`config.mk`:
```
export PLATFORM = sky130hd
export DESIGN_NAME = btn_conditioner
export DESIGN_NICKNAME = d
export VERILOG_FILES = /design/src/rtl/btn_conditioner.sv
export SDC_FILE = /design/constraint.sdc
export NUM_CORES = 1
export LEC_CHECK = 0
export ABC_CLOCK_PERIOD_IN_PS = 6900
export CORE_ASPECT_RATIO = 1.1
export CORE_MARGIN = 2
export CORE_UTILIZATION = 55
export DETAILED_ROUTE_END_ITERATION = 8
export PLACE_DENSITY = 0.83
export SYNTH_ARGS = -nofsm -noshare
export SYNTH_HDL_FRONTEND = slang
export SYNTH_SLANG_ARGS = --single-unit
```
`constraint.sdc`:
```
create_clock -name clk -period 6.9 [get_ports clk]
set_input_delay 1.035 -clock clk [delete_from_list [all_inputs] [get_ports clk]]
set_output_delay 1.035 -clock clk [all_outputs]
set_load 0.01 [all_outputs]
```
`src/rtl/btn_conditioner.sv`:
```
// Multi-channel button conditioner: synchroniser, counter debounce, press/release pulses, long-press detect.
// Optional auto-repeat in HELD is compiled in with `define BTN_AUTO_REPEAT_EN; otherwise btn_repeat is tied low.
module btn_conditioner #(
   parameter int N_BTN           = 5,
   parameter int SYNC_STAGES     = 2,
   parameter int DEBOUNCE_CYCLES = 1000000,
   parameter int LONG_CYCLES     = 100000000,
   parameter int REPEAT_CYCLES   = 20000000
) (
   input  logic             clk,
   input  logic             rst_n,
   input  logic [N_BTN-1:0] btn_in,
   output logic [N_BTN-1:0] btn_level,
   output logic [N_BTN-1:0] btn_rise,
   output logic [N_BTN-1:0] btn_fall,
   output logic [N_BTN-1:0] btn_long,
   output logic [N_BTN-1:0] btn_repeat
);

   localparam int DW = $clog2(DEBOUNCE_CYCLES + 1);
   localparam int HW = $clog2(LONG_CYCLES + 1);

   typedef enum logic [1:0] {RELEASED, PRESSED, HELD} st_t;

   generate
      if (SYNC_STAGES < 2 || DEBOUNCE_CYCLES < 1 || LONG_CYCLES <= DEBOUNCE_CYCLES || REPEAT_CYCLES < 1) begin : g_bad_params
         $error("btn_conditioner: illegal parameter combination");
      end
   endgenerate

   genvar i;
   generate
      for (i = 0; i < N_BTN; i++) begin : g_ch
         logic [SYNC_STAGES-1:0] sync_q;
         logic                   s;
         logic [DW-1:0]          deb_cnt_q;
         logic                   level_q;
         logic                   toggle;
         logic                   press_acc;
         logic                   release_acc;
         logic                   rise_q;
         logic                   fall_q;
         st_t                    state_q, state_d;
         logic [HW-1:0]          hold_q, hold_d;
         logic                   long_d, long_q;

         always_ff @(posedge clk or negedge rst_n) begin
            if (!rst_n) begin
               sync_q <= '0;
            end else begin
               sync_q <= {sync_q[SYNC_STAGES-2:0], btn_in[i]};
            end
         end

         assign s           = sync_q[SYNC_STAGES-1];
         assign toggle      = (s != level_q) && (deb_cnt_q == DW'(DEBOUNCE_CYCLES - 1));
         assign press_acc   = toggle && s;
         assign release_acc = toggle && !s;

         // Counter only runs while the synchronised input disagrees with the accepted level.
         always_ff @(posedge clk or negedge rst_n) begin
            if (!rst_n) begin
               deb_cnt_q <= '0;
               level_q   <= 1'b0;
               rise_q    <= 1'b0;
               fall_q    <= 1'b0;
            end else begin
               rise_q <= press_acc;
               fall_q <= release_acc;
               if (s == level_q) begin
                  deb_cnt_q <= '0;
               end else if (toggle) begin
                  deb_cnt_q <= '0;
                  level_q   <= ~level_q;
               end else begin
                  deb_cnt_q <= deb_cnt_q + 1'b1;
               end
            end
         end

         always_ff @(posedge clk or negedge rst_n) begin
            if (!rst_n) begin
               state_q <= RELEASED;
               hold_q  <= '0;
               long_q  <= 1'b0;
            end else begin
               state_q <= state_d;
               hold_q  <= hold_d;
               long_q  <= long_d;
            end
         end

         // Release is checked first so a fall can never coincide with a long pulse.
         always_comb begin
            state_d = state_q;
            hold_d  = hold_q;
            long_d  = 1'b0;
            case (state_q)
               RELEASED: begin
                  if (press_acc) begin
                     state_d = PRESSED;
                     hold_d  = '0;
                  end
               end
               PRESSED: begin
                  if (release_acc) begin
                     state_d = RELEASED;
                  end else if (hold_q == HW'(LONG_CYCLES - 1)) begin
                     long_d  = 1'b1;
                     state_d = HELD;
                  end else begin
                     hold_d = hold_q + 1'b1;
                  end
               end
               HELD: begin
                  if (release_acc) begin
                     state_d = RELEASED;
                  end
               end
               default: state_d = RELEASED;
            endcase
         end

         assign btn_level[i] = level_q;
         assign btn_rise[i]  = rise_q;
         assign btn_fall[i]  = fall_q;
         assign btn_long[i]  = long_q;

`ifdef BTN_AUTO_REPEAT_EN
         localparam int RW = $clog2(REPEAT_CYCLES + 1);
         logic [RW-1:0] rep_cnt_q;
         logic          rep_q;

         // Counter starts from zero on entry to HELD, so the first pulse lands one full period after btn_long.
         always_ff @(posedge clk or negedge rst_n) begin
            if (!rst_n) begin
               rep_cnt_q <= '0;
               rep_q     <= 1'b0;
            end else begin
               rep_q <= 1'b0;
               if (state_q == HELD && !release_acc) begin
                  if (rep_cnt_q == RW'(REPEAT_CYCLES - 1)) begin
                     rep_cnt_q <= '0;
                     rep_q     <= 1'b1;
                  end else begin
                     rep_cnt_q <= rep_cnt_q + 1'b1;
                  end
               end else begin
                  rep_cnt_q <= '0;
               end
            end
         end

         assign btn_repeat[i] = rep_q;
`else
         assign btn_repeat[i] = 1'b0;
`endif
      end
   endgenerate

endmodule

```
-- Word-level counts from Yosys, hierarchy flattened
Index checks and enable logic that the tools add are counted.
- bits in registers: 275
- input port bits: 7
- output and inout port bits: 25
- $add $sub $neg: 10
- multiplexer cells: 70
- bitwise gates (word level): 10
- equal/unequal tests: 55
- reductions and logical operators: 45
- operator list (kind ; number):
    two-way mux 27 bit ; 15
    one-hot mux 27 bit (2 select lines) ; 5
    two-way mux 20 bit ; 10
    adder 27 x 1 -> 27 bit, second input constant ; 5
    equality test 27 bit, second input constant ; 5
    adder 20 x 1 -> 20 bit, second input constant ; 5
    equality test 20 bit, second input constant ; 5
    two-way mux 2 bit ; 20
    != test 2 bit, second input constant ; 20
    one-hot mux 2 bit (3 select lines) ; 5
    AND reduction 4 bit ; 5
    logical AND 1 bit ; 15
    two-way mux 1 bit ; 15
    != test 3 bit, second input constant ; 5
    AND reduction 3 bit ; 5
    equality test 2 x 1 -> 1 bit, second input constant ; 5
    equality test 2 bit, second input constant ; 5
    logical NOT 2 bit ; 5
    NOT 1 bit ; 10
    AND reduction 2 bit ; 5
    nonzero test 2 bit ; 5
    equality test 1 bit ; 5
    logical NOT 1 bit ; 5
    != test 1 bit ; 5

-- Longest topological paths before layout
Gate-level depths: netlist (run 1).
- depth in word-level cells: 5
- mapped depth: 11
- gate-level depth less buffers: 8

-- Worst setup path after synthesis (run 1)
No wires, ideal clock.
- kind: register to register
- start point: reg g_ch[2].deb_cnt_q[0]
- end point: reg g_ch[2].hold_q[23]
- data required time: 6.774 ns
- data arrival time: 2.653 ns
- period minus slack after synthesis: 2.778 ns
- setup slack: 4.122 ns
- stages on the path, launching flop included: 9
- setup time: 0.126 ns
- cell sequence: dfrtp_1 > ha_1 > nand3_2 > or4_1 > or3b_1 > buf_2 > a2111o_1 > buf_6 > a221o_1
- longest elaborated chain between the ends: 5
- elaborated cells on any way between the ends: 7
- classes of those cells: eq/ne (3); reduce/logical (4)
- ends and longest elaborated chain (what ; RTL line ; text):
    start, declared ; 36 ; logic [DW-1:0] deb_cnt_q;
    start signal, assigned ; 76 ; deb_cnt_q <= deb_cnt_q + 1'b1;
    equality test 20 bit * ; 56 ; assign toggle = (s != level_q) && (deb_cnt_q == DW'(DEBOUNCE_CYCLES - 1));
    logical AND 1 bit * ; 56 ;
    logical AND 1 bit, on equally long branches ; 58, 57 ;
    != test 2 bit (no source line) ; - ;
    AND reduction 4 bit (no source line) * ; - ;
    end signal, assigned ; 88 ; hold_q <= hold_d;
    end, declared ; 44 ; logic [HW-1:0] hold_q, hold_d;
Mark *: on every way between the ends. The rest lies on a longest branch, timed or not.
A chain may end at the register's enable or synchronous reset.

-- Worst setup path in the final report (run 1)
- start point: reg g_ch[3].deb_cnt_q[0]
- end point: reg g_ch[3].hold_q[17]
- longest elaborated chain between the ends: 5
- elaborated cells on any way between the ends: 7
- classes of those cells: eq/ne (3); reduce/logical (4)
- ends and longest elaborated chain (what ; RTL line ; text):
    start, declared ; 36 ;
    start signal, assigned ; 76 ;
    equality test 20 bit ; 56 ;
    logical AND 1 bit ; 56 ;
    logical AND 1 bit ; 58 ; assign release_acc = toggle && !s;
    named net g_ch[3].release_acc ; 40 ; logic release_acc;
    != test 2 bit (no source line) ; - ;
    AND reduction 4 bit (no source line) ; - ;
    end signal, assigned ; 88 ;
    end, declared ; 44 ;
The timed path passes the listed nets, and every way through them passes these cells.

==> results of run 1 <==
[kinds of logic after synthesis]
kind of cell	share of synthesized area (%)
XOR/XNOR	5.51
buffers and inverters	3.96
other	0.0268
multiplexers	1.18
flip-flops	49.2
AO/OA/AOI/OAI	12.1
adder cells (fa/ha/maj)	0.894
AND/OR/NAND/NOR	27.1
[per-stage QoR]
stage / hold WS, ns / util, % / std cells
after floorplan: 0.331 / - / 1520
after global placement: 0.335 / 57.1 / 1790
after detailed placement: 0.335 / 57.1 / 1790
after CTS: 0.348 / 61.3 / 1842
after global routing: 0.353 / 61.3 / 1842
final: 0.347 / 61.3 / 1842
[report_power, final]
part	switching (W)	leakage [nW]	internal [W]
clock network	0.000644	0.513	0.00108
registers	0.0000101	3.81	0.00162
logic	0.0000458	2.27	0.0000125
[worst register-to-register path, delay by kind of cell (launching register included)]
family / cells / cell delay (ns)
AND/OR/NAND/NOR: 5 / 2.20
adder cells (fa/ha/maj): 1 / 0.21
buffers and inverters: 1 / 0.19
AO/OA/AOI/OAI: 1 / 0.20
flip-flops: 1 / 0.37
[final cells by class]
type                            count  area, sq um
Clock inverter                     19          303
Timing Repair Buffer               33          330
Tap cell                          315          394
Clock buffer                       33          751
Sequential cell                   275         6880
Inverter                           40          150
Multi-Input combinational cell   1127         6580
Fill cell                        2035         9720
[layout by cell type (no fill, tap or decap), drive strengths merged, types with 40 or more instances in the layout]
| master | count |
|---|---|
| nand2 | 147 |
| o21ai | 91 |
| nor2 | 171 |
| dfrtp | 275 |
| inv | 40 |
| nand3 | 104 |
| nand4 | 51 |
| xor2 | 54 |
| a21oi | 67 |
| and3 | 50 |
| a31oi | 42 |
[worst min-delay path by stage]
| stage | slack (ns) | startpoint | endpoint |
|---|---|---|---|
| after floorplan | 0.33 | g_ch[0].sync_q[0] | g_ch[0].sync_q[1] |
| after global placement | 0.33 | g_ch[3].sync_q[0] | g_ch[3].sync_q[1] |
| after detailed placement | 0.33 | g_ch[2].sync_q[0] | g_ch[2].sync_q[1] |
| after CTS | 0.35 | g_ch[2].sync_q[0] | g_ch[2].sync_q[1] |
| after global routing | 0.35 | g_ch[3].sync_q[0] | g_ch[3].sync_q[1] |
| final | 0.35 | g_ch[2].sync_q[0] | g_ch[2].sync_q[1] |
[layer usage]
layer  track usage (%)  up-vias
met2              37.4      241
met3              2.52       50
met4              7.18        0
met1              29.8     5469
li1                  -     5438
met5                 0        -
[flip-flops by register name, summed over array words and instances, names as in the netlist]
| signal | count |
|---|---|
| g_ch.hold_q | 135 |
| g_ch.fall_q | 5 |
| g_ch.deb_cnt_q | 100 |
| g_ch.rise_q | 5 |
| g_ch.long_q | 5 |
| g_ch.level_q | 5 |
| g_ch.state_q | 10 |
| g_ch.sync_q | 10 |
==> metrics.txt, run 1 <==
outcome completed; Inserted Diodes 0; Hold Path Cell Cnt 0; Initial Util 55.7%; Root Driver clkbuf_16; Achievable Freq 0.307 GHz; Worst Path Arrival 3.71 ns; Syn Std Cell Area 0.0140 sq mm; clk_lat worst skew 0.54 ns; sequential fraction of the synthesis area 49.2%; M1 wire length 13.1 mm; CP max-delay cell nor4b_1; Die H 171 um; PwrDens 222 mW/mm^2; Met3 Wirelength 1.13 mm; clk slew on worst S/H paths 0.06 ns; Worst setup startpoint g_ch[3].deb_cnt_q[0]; cell family with most CP delay simple AND/OR/NAND/NOR gates; post_cts resized 0; area leader, netlist dfrtp_1; Area Overhead vs Synth 10.0%; row count approximately 60; Max-Cap Viols 0; H-tree depth 1; register-to-register setup slack 3.65 ns; Synth area leaders dfrtp_1 (49%), nor2_1 (4.6%), nand2_1 (3.9%), nand3_1 (3.7%), xor2_1 (3.4%); asr flop ratio synth 100%; Syn Inst Count 1516; final setup vio count 0; RePlAce Congestion about 0.85; fin worst setup slack 3.65 ns; Syn Area/Cell 9.23 sq um; DP Area 0.0143 sq mm; Yosys cell types 66; vias per inst about 6; Overflow after GRT 0; Post-synth EDFFs 0; synthesis-stage register bit count roughly 280; DR top layer met4; DR WL met2 14.2 mm; die area about 0.027 sq mm; Pre-antenna DRT Iters 6; total power 0.00341 W; TritonCTS clock tree done; clock buffer depth 3; Max Fanout on Critical Path 21; class of the worst hold path register to register; Net count, final 1523; crit path kind register to register; VDD IR max 0.186 mV; Clock Skew 0.0102 ns; Critical Path End Type register; reg2reg end g_ch[3].hold_q[17]; core area 0.0251 sq mm; DR WL/cell around 16 um; # Post-CTS Setup Buffers 0; top-area cell type share of the netlist area 49.2%; Final HPWL DP 19.0 mm; # hold bufs at CTS 0; initial DRC count 761; port bufs 26; Pleak 6.59 nW; ANT nets after route 0; Slew headroom ~32%; fraction of layout cells with a size suffix above 1 between 5 and 6%; Worst path max stage delay 0.70 ns; post-route cell area 0.0154 sq mm; DR DRC count 0; WP depth 8; Final Hold Viols 0; Num CTS Buffers 29; WL final 29.0 mm; r2r startpoint g_ch[3].deb_cnt_q[0]; pre-CTS WS around 3.7 ns; cells on worst reg2reg path 8; RSZ-0062 raised after global routing no; die width 156 um; most instantiated library cell after synthesis dfrtp_1; clock sink count 275; CP endpoint g_ch[3].hold_q[17]; count of pins over their slew limit 0; Global Route Usage Sum between 20% and 30%; number of global-route vias before repair about 11000; initial antenna violation count 0; first-pass GRT wire length between 50 and 60 mm; I/O pin total 32; Worst Max-Slew Pin Slew a little over 1 ns; pin count of the biggest net entering global routing between 100 and 150; crit path time final approximately 3.3 ns; fin crit share 47.1%; Worst Setup Start Kind register; crit path cell chain ha_1 > and4_1 > nand3_1 > nor4b_1 > or3_1 > and2_1 > inv_1 > a31oi_1; most frequent cells after synthesis dfrtp_1 (275), nor2_1 (171), nand2_1 (147); setup TNS 0 ns; WP buf/inv 1; ys flop type dfrtp_1; WP data required 7.36 ns; yosys warns 0; total number of vias 11198
Power figures use the tool's default switching activity.
==> run 2, diff against run 1 <==
Settings changed: ABC_CLOCK_PERIOD_IN_PS 6900 to 2870, PLACE_DENSITY 0.83 to 0.86.
Clock period 6.9 ns to 2.87 ns, I/O delays scaled along.
==> metrics.txt, run 2 (synthesized netlist as in run 1, its figures left out) <==
initial DRC count 739; Worst path max stage delay between 0.5 and 0.6 ns; Initial Util 55.7%; Critical Path End Type register; number of global-route vias before repair 11244; die width 156 um; biggest regs g_ch.hold_q: 135 flops, g_ch.deb_cnt_q: 100 flops; Net count, final 1575; CP dominant cell by count buf_4; class of the worst hold path input pin to register; clk slew on worst S/H paths approximately 0.060 ns; Clock Skew around 0.018 ns; Hold Path Cell Cnt 1; core area 0.0251 sq mm; final setup vio count 0; Max-Cap Viols 0; clock sink count 275; ANT nets after route 0; WL final 29.7 mm; DR DRC count 0; row count 61; reg2reg end g_ch[2].hold_q[16]; Num CTS Buffers 29; Final Core Density between 60% and 70%; initial antenna violation count 0; Root Driver clkbuf_16; setup TNS 0 ns; Die H 171 um; H-tree depth 1; PwrDens ~500 mW/mm^2; Max Fanout on Critical Path 8; VDD IR max about 0.40 mV; Final Non-Filler Cells between 1500 and 2000; DR WL/cell 15.7 um; hold worst-path end g_ch[2].sync_q[0]; Largest Register g_ch.hold_q; cells on worst reg2reg path 9; Overflow after GRT 0; Fin Hold WS 0.322 ns; Achievable Freq 0.359 GHz; Placed Cells 1837; Hold Startpoint btn_in[2]; outcome completed; clock buffer depth 3; CP max-delay cell a2111o_2; Inserted Diodes 0; r2r startpoint g_ch[2].deb_cnt_q[1]; Pleak just under 7 nW; most frequent cells in the layout dfrtp_1 (274), nor2_1 (171), nand2_1 (147), nand3_1 (103), o21ai_0 (88); pin count of the biggest net entering global routing 79; RePlAce Congestion ~0.90; clk_lat worst skew 0.55 ns; Final Hold Viols 0; Worst Max-Slew Pin Slew 1.27 ns; first-pass GRT wire length 51.3 mm; crit path kind register to register; Area Overhead vs Synth 12.9%; fin crit share between 90% and 100%; port bufs 26; Worst setup startpoint g_ch[2].deb_cnt_q[1]; die area about 0.027 sq mm; TritonCTS clock tree done; Worst Setup Start Kind register; Worst Path Arrival 3.20 ns; crit path time final 2.79 ns; count of pins over their slew limit 0; Final HPWL DP 20.0 mm; Pre-antenna DRT Iters 6; crit path cell chain ha_4 > nand3_2 > or4_4 > or3b_4 > a2111o_2 > buf_4 > buf_4 > nand2_1 > o311ai_0; register-to-register setup slack a little over 0.08 ns; most common cell after layout, fill and taps aside dfrtp_1; vias per inst 6.14; Global Route Usage Sum 22.4%; Slew headroom 14.9%; max FFs per register 135; WP data required 3.28 ns; I/O pin total 32; total number of vias 11620; fraction of layout cells with a size suffix above 1 8.37%
==> run 2: cell count changes in the layout (fill, tap and decap cells not counted), moves of 4 or more <==
cell	previous run	this run
clkbuf_8	1	6
clkinv_2	8	3
clkbuf_1	3	7
bufinv_16	8	3
buf_4	6	53
buf_12	1	5
==> run 2: critical path: cells and delay by family (launching register included) <==
family | cells | cell delay [ns]
compound gates | 2 | 0.69
buf+inv | 2 | 0.30
flops | 1 | 0.41
simple gates | 4 | 1.09
fa+ha+maj | 1 | 0.15
==> run 2: power breakdown <==
group | internal, W | total, W | switching (W)
sequential | 0.00390 | 0.00393 | 0.0000244
clock | 0.00227 | 0.00378 | 0.00150
combinational | 0.0000436 | 0.000160 | 0.000116
total | 0.00622 | 0.00786 | 0.00164
==> run 2: final cells by class <==
type,count,area (sq um)
multi-input combinational,1127,6640
inverter,40,151
sequential,275,6880
clock inverter,8,125
fill,1987,9310
tap,315,394
clock buffer,42,835
timing repair buffer,85,773
==> run 2: per-stage QoR <==
stage,setup slack (ns),cell area [sq um],total power [W]
3_3_place_gp,0.0859,14700,0.00415
4_1_cts,0.0232,15700,0.00792
6_report,0.0808,15800,0.00786
3_5_place_dp,-0.0418,14700,0.00415
2_1_floorplan,0.0915,14000,0.00404
5_1_grt,-0.0145,15800,0.00812
==> run 2: worst max path at each step <==
| stage | depth (start not counted) | slack [ns] | endpoint |
|---|---|---|---|
| 2_1_floorplan | 8 | 0.09 | g_ch[2].hold_q[23] |
| 3_3_place_gp | 8 | 0.09 | g_ch[2].hold_q[2] |
| 3_5_place_dp | 8 | -0.04 | g_ch[2].hold_q[2] |
| 4_1_cts | 7 | 0.02 | g_ch[1].hold_q[4] |
| 5_1_grt | 9 | -0.01 | g_ch[2].hold_q[14] |
| 6_report | 9 | 0.08 | g_ch[2].hold_q[16] |
==> run 2: what timing repair did <==
action | 4_1_cts | 5_1_grt
setup endpoints to repair | 6 | 30
setup buffers | 0 | 4
pin swaps | 1 | 2
hold endpoints to repair | 61 | 0
hold buffers | 1 | 0
resized for setup | 2 | 15
==> run 2: metal layers <==
| layer | GRT usage (%) | part of all wire [%] |
|---|---|---|
| met5 | 0 | 0 |
| met4 | 6.18 | 1.8 |
| met3 | 2.82 | 4.3 |
| met2 | 39.7 | 51 |
| met1 | 29.3 | 43 |
